File: src/rtl/count_cmp_pkg.sv
// Shared state encoding and default widths for the count/compare interrupt block.
package count_cmp_pkg;

   localparam int COUNT_LENGTH_DEFAULT = 10;
   localparam int MISS_W_DEFAULT       = 4;

   typedef enum logic [1:0] {
      IDLE    = 2'd0,
      ARMED   = 2'd1,
      PENDING = 2'd2
   } cmp_state_e;

endpackage

File: src/rtl/count_wrap_detect.sv
// Registers the upstream count and flags an all-ones to zero step with a one-cycle pulse.
// A jump to zero from any other value (upstream reset) is deliberately not a wrap.
module count_wrap_detect
   import count_cmp_pkg::*;
#(
   parameter int LENGTH = COUNT_LENGTH_DEFAULT
) (
   input  logic              clk,
   input  logic              arst_b,
   input  logic [LENGTH-1:0] count,
   output logic              wrap
);

   logic [LENGTH-1:0] count_prev_q;
   logic              wrap_q;
   logic              wrap_d;

   assign wrap_d = (count_prev_q == {LENGTH{1'b1}}) && (count == '0);

   always_ff @(posedge clk or negedge arst_b) begin
      if (!arst_b) begin
         count_prev_q <= '0;
         wrap_q       <= 1'b0;
      end else begin
         count_prev_q <= count;
         wrap_q       <= wrap_d;
      end
   end

   assign wrap = wrap_q;

endmodule

File: src/rtl/count_compare_irq.sv
// Compare stage behind the free-running counter: level irq on match, saturating miss count, wrap pulse.
// Build option COUNT_CMP_AUTO_RELOAD_EN: periodic compare (cmp_reg += period_reg) and ack re-arms.
module count_compare_irq
   import count_cmp_pkg::*;
#(
   parameter int LENGTH = COUNT_LENGTH_DEFAULT,
   parameter int MISS_W = MISS_W_DEFAULT
) (
   input  logic              clk,
   input  logic              arst_b,
   input  logic [LENGTH-1:0] count,
   input  logic [LENGTH-1:0] cmp_value,
   input  logic              cmp_load,
   input  logic              arm,
   input  logic              disarm,
   input  logic              irq_ack,
   output logic              irq,
   output logic              wrap,
   output logic [MISS_W-1:0] miss_count,
   output logic [1:0]        state
);

   localparam logic [MISS_W-1:0] MISS_MAX = '1;
`ifdef COUNT_CMP_AUTO_RELOAD_EN
   localparam cmp_state_e ACK_NEXT = ARMED;
`else
   localparam cmp_state_e ACK_NEXT = IDLE;
`endif

   cmp_state_e        state_q, state_d;
   logic              irq_q;
   logic [MISS_W-1:0] miss_q, miss_d;
   logic [LENGTH-1:0] cmp_q, cmp_d;
   logic              match;

   // Uses the compare value held this cycle, so a same-cycle load matches the old value.
   assign match = (count == cmp_q);

   always_ff @(posedge clk or negedge arst_b) begin
      if (!arst_b) begin
         state_q <= IDLE;
         irq_q   <= 1'b0;
      end else begin
         state_q <= state_d;
         irq_q   <= (state_d == PENDING);
      end
   end

   always_comb begin
      state_d = state_q;
      case (state_q)
         IDLE:    if (arm && !disarm) state_d = ARMED;
         ARMED: begin
            if (disarm)     state_d = IDLE;
            else if (match) state_d = PENDING;
         end
         PENDING: begin
            if (disarm)       state_d = IDLE;
            else if (irq_ack) state_d = ACK_NEXT;
         end
         default:             state_d = IDLE;
      endcase
   end

   always_comb begin
      irq        = irq_q;
      state      = state_q;
      miss_count = miss_q;
   end

   // Disarm overrides a same-cycle match, so it does not count as a miss either.
   always_comb begin
      miss_d = miss_q;
      if (state_q == IDLE && arm && !disarm)
         miss_d = '0;
      else if (state_q == PENDING && match && !disarm && miss_q != MISS_MAX)
         miss_d = miss_q + 1'b1;
   end

`ifdef COUNT_CMP_AUTO_RELOAD_EN
   logic [LENGTH-1:0] period_q;

   always_comb begin
      cmp_d = cmp_q;
      if (cmp_load)
         cmp_d = cmp_value;
      else if (match && (state_q == ARMED || state_q == PENDING))
         cmp_d = cmp_q + period_q;
   end

   always_ff @(posedge clk or negedge arst_b) begin
      if (!arst_b)       period_q <= '0;
      else if (cmp_load) period_q <= cmp_value;
   end
`else
   always_comb begin
      cmp_d = cmp_load ? cmp_value : cmp_q;
   end
`endif

   always_ff @(posedge clk or negedge arst_b) begin
      if (!arst_b) begin
         miss_q <= '0;
         cmp_q  <= '0;
      end else begin
         miss_q <= miss_d;
         cmp_q  <= cmp_d;
      end
   end

   count_wrap_detect #(
      .LENGTH (LENGTH)
   ) u_wrap (
      .clk    (clk),
      .arst_b (arst_b),
      .count  (count),
      .wrap   (wrap)
   );

endmodule

File: config.mk
export PLATFORM = sky130hd
export DESIGN_NAME = count_compare_irq
export DESIGN_NICKNAME = d
export VERILOG_FILES = /design/src/rtl/count_cmp_pkg.sv /design/src/rtl/count_wrap_detect.sv /design/src/rtl/count_compare_irq.sv
export SDC_FILE = /design/constraint.sdc
export NUM_CORES = 1
export LEC_CHECK = 0
export BUFFER_PORTS_ARGS = -buffer_cell sky130_fd_sc_hd__buf_2
export CAP_MARGIN = 20
export CORE_UTILIZATION = 54
export DETAILED_ROUTE_END_ITERATION = 10
export MAX_ROUTING_LAYER = met4
export PLACE_DENSITY = 0.91
export REMOVE_ABC_BUFFERS = 1
export SYNTH_ARGS = -nofsm -noshare
export SYNTH_HDL_FRONTEND = slang
export SYNTH_HIERARCHICAL = 1
export SYNTH_SLANG_ARGS = --single-unit
File: constraint.sdc
create_clock -name clk -period 3 [get_ports clk]
set_clock_uncertainty 0.1 [all_clocks]
set_input_delay 0.3 -clock clk [delete_from_list [all_inputs] [get_ports clk]]
set_output_delay 0.3 -clock clk [all_outputs]
set_load 0.05 [all_outputs]
==> impl_results.md <==
- DIE HEIGHT: roughly 50 µm
- Crit-path max FO: 5
- Placed cells: between 150 and 200
- Endpoints failing setup: 0
- Root buf cell: clkbuf_4
- Worst vdd ir: about 360 µV
- Die Width: slightly below 50 µm
- Netlist cell types: 22
- Total gr overflow: 0
- CTS tree: done
- CTS clock-pin slew for the worst setup and hold paths: about 0.13 ns
- DRC Markers: 0
- Unrepaired setup endpoints after global routing: false
- Post-synthesis cell area: between 1000 and 1500 µm²
- Port Buf Inserts: 33
- I/O Pins: 34
- Leakage: approximately 0.00066 µW
- FF-to-FF Start: cmp_q[9]
- Final period util: about 62%
- Setup Total Neg Slack: 0 ns
- TritonCTS Sinks: 28
- H-Tree Level Count: 1
- Num CTS Buffers: 3
- Seq cells post-synth: 28
- Bufs on Longest Clock Path: 2
- Starting density of the core: about three fifths
- Hold Path Class: primary input to flip-flop
- Vias in the first global route: 866
- Final Max Tran Viols: 0
- Highest clock rate: approximately 540 MHz
- Drt pass-1 iters: 4
- Die area: 2424 µm²
- Vias after detailed routing: around 840
- Largest net degree at the start of global routing: 29
- R2R depth: 4
- Number of fillers in the final layout: 142
- Pwr dens: 460.8 nW/µm²
- Max_cap viols: 0
- CORE AREA: roughly 2000 µm²
- Crit end category: flip-flop
- Worst skew pair latency: between 0.3 and 0.4 ns
- Worst Setup EP: state[1]
- Dpl hpwl: around 1600 µm
- Commonest non-fill, non-tap cell in the layout: buf_2
- Hold bufs inserted after CTS: 1
- Outcome: complete, no violations
- Synthesis-to-finish area growth: 21.70%
- Storage element area: 700.7 µm²
- Critical path arrival: roughly 2.0 ns
- Vias per inst: around 5.3
- Post-CTS sizing: 0
- Syn Inst Count: between 90 and 100
- Nets: between 150 and 200
- Synth Area per Inst: 12.96 µm²
- Average routed wire per standard cell: 13.33 µm
- DRT iter0 DRCs: 18
- R2R Setup Slk: 1.36 ns
- Multi-input gate area: approximately 500 µm²
- Top-area cell type share of the netlist area: 58.15%
- Slew @ Worst Pin: between 0.5 and 0.6 ns
- # diodes: 0
- Rows: 16
- Setup repair bufs after CTS: 0
- Critical path launch point type: primary input
- Fin crit period: around 1.9 ns
- Non-Filler Instances: between 150 and 200
- Kind of critical path: primary input to flip-flop
- Top cells by area, synth: dfrtp_1, mux2_2, xnor2_1, mux2i_1, nor4_2
- Largest area contributor in the netlist: dfrtp_1
- Antenna Nets Post-Route: 0
- Crit path required time: between 3 and 4 ns
- Sum of routed wire length over all layers: between 2000 and 2500 µm
- Yosys warnings: 6
- Post-synthesis sequential area ratio: between 50% and 60%
- RR Endpoint: state[1]
- Final Hold Vio Count: 0
- Initial antenna violation count: 0
- Most frequent cells in the layout: buf_2, dfrtp_1, xnor2_1, mux2_2, nand2_1
- Placer Congestion: 0.7920
- Worst slew margin: 61.04%
- Worst Setup SP: count[2]
- Gr usage total: 20.94%
- Layout cell share with drive strength beyond 1: roughly 39%
- First-pass GRT wire length: about 3700 µm
## flip-flops by register name, indices dropped and copies added, names as in the netlist
| name | cells |
|---|---|
| state | 2 |
| u_wrap/wrap | 1 |
| cmp_q | 10 |
| irq | 1 |
| miss_count | 4 |
| u_wrap/count_prev_q | 10 |
## critical path: stages
cell and delay (ns):
dlygate4sd3_1 0.55, buf_2 0.14, xnor2_1 0.16, nand4_2 0.18
or4_1 0.52, a21oi_1 0.16
## per-stage QoR
stage          setup slack (ns)  util, %  hold WS, ns  area [µm²]  total power (µW)
6_report                  1.134    72.52      0.02181        1466             675.8
5_1_grt                  0.9960    72.52    -0.007071        1466             714.1
4_1_cts                   1.352    71.53      0.01496        1446             679.4
3_5_place_dp              1.365    69.25       0.2331        1400             506.3
3_3_place_gp              1.404    69.25       0.2283        1400             500.7
2_1_floorplan             1.300        -     -0.09559        1201             464.4
## synthesized netlist by cell type
library cell  number
dfrtp_1           28
mux2_2            10
xnor2_1           10
nand2_1            8
nand3_1            5
mux2i_1            4
nand2b_1           4
nand4b_1           3
nor4_1             3
nor4_2             3
a21oi_1            2
inv_1              2
nor2_1             2
and3_1             1
clkbuf_1           1
ha_1               1
nand4_1            1
nand4_2            1
nor3b_1            1
nor4b_2            1
o21ai_0            1
or4_1              1
## how the worst min path moves through the flow
stage,cells past startpoint,from,slack [ns],end
2_1_floorplan,0,arst_b,-0.1,cmp_q[0]
3_3_place_gp,1,arst_b,0.23,cmp_q[2]
3_5_place_dp,1,arst_b,0.23,cmp_q[8]
4_1_cts,1,count[2],0.01,u_wrap/count_prev_q[2]
5_1_grt,1,count[1],-0.007,u_wrap/count_prev_q[1]
6_report,1,count[1],0.02,u_wrap/count_prev_q[1]
## area by class of cell
cell class | instances | area share (%)
clock buffer | 4 | 2.474
inverter | 2 | 0.5119
multi-input combinational | 62 | 33.62
sequential | 28 | 47.78
tap | 27 | 2.304
timing repair buffer | 36 | 13.31
## kinds of logic (layout without fill, tap and decap cells)
group                      count (synthesis)  after routing  synth area share (%)
and+or+nand+nor                           34             34                 18.69
DFF                                       28             28                 58.15
muxes                                     14             14                 12.67
xor gates and xnor gates                  10             10                 7.269
AOI/OAI and AO/OA                          3              3                 1.246
buffers and inverters                      3             42                0.9345
adders and majority gates                  1              1                 1.038
## power by group
group	switching, µW	total [µW]	internal, µW
clock	101	175	74.2
sequential	13.7	412	399
combinational	43.8	88.6	44.8
## routing by layer
metal	track usage, %	wire, µm	part of all wire (%)
met1	25.97	955	45
met2	33.56	1037	49
met3	4.050	95	4.5
met4	8.333	31	1.5
met5	-	0	0
No activity file was read; power rests on OpenSTA's default activity.
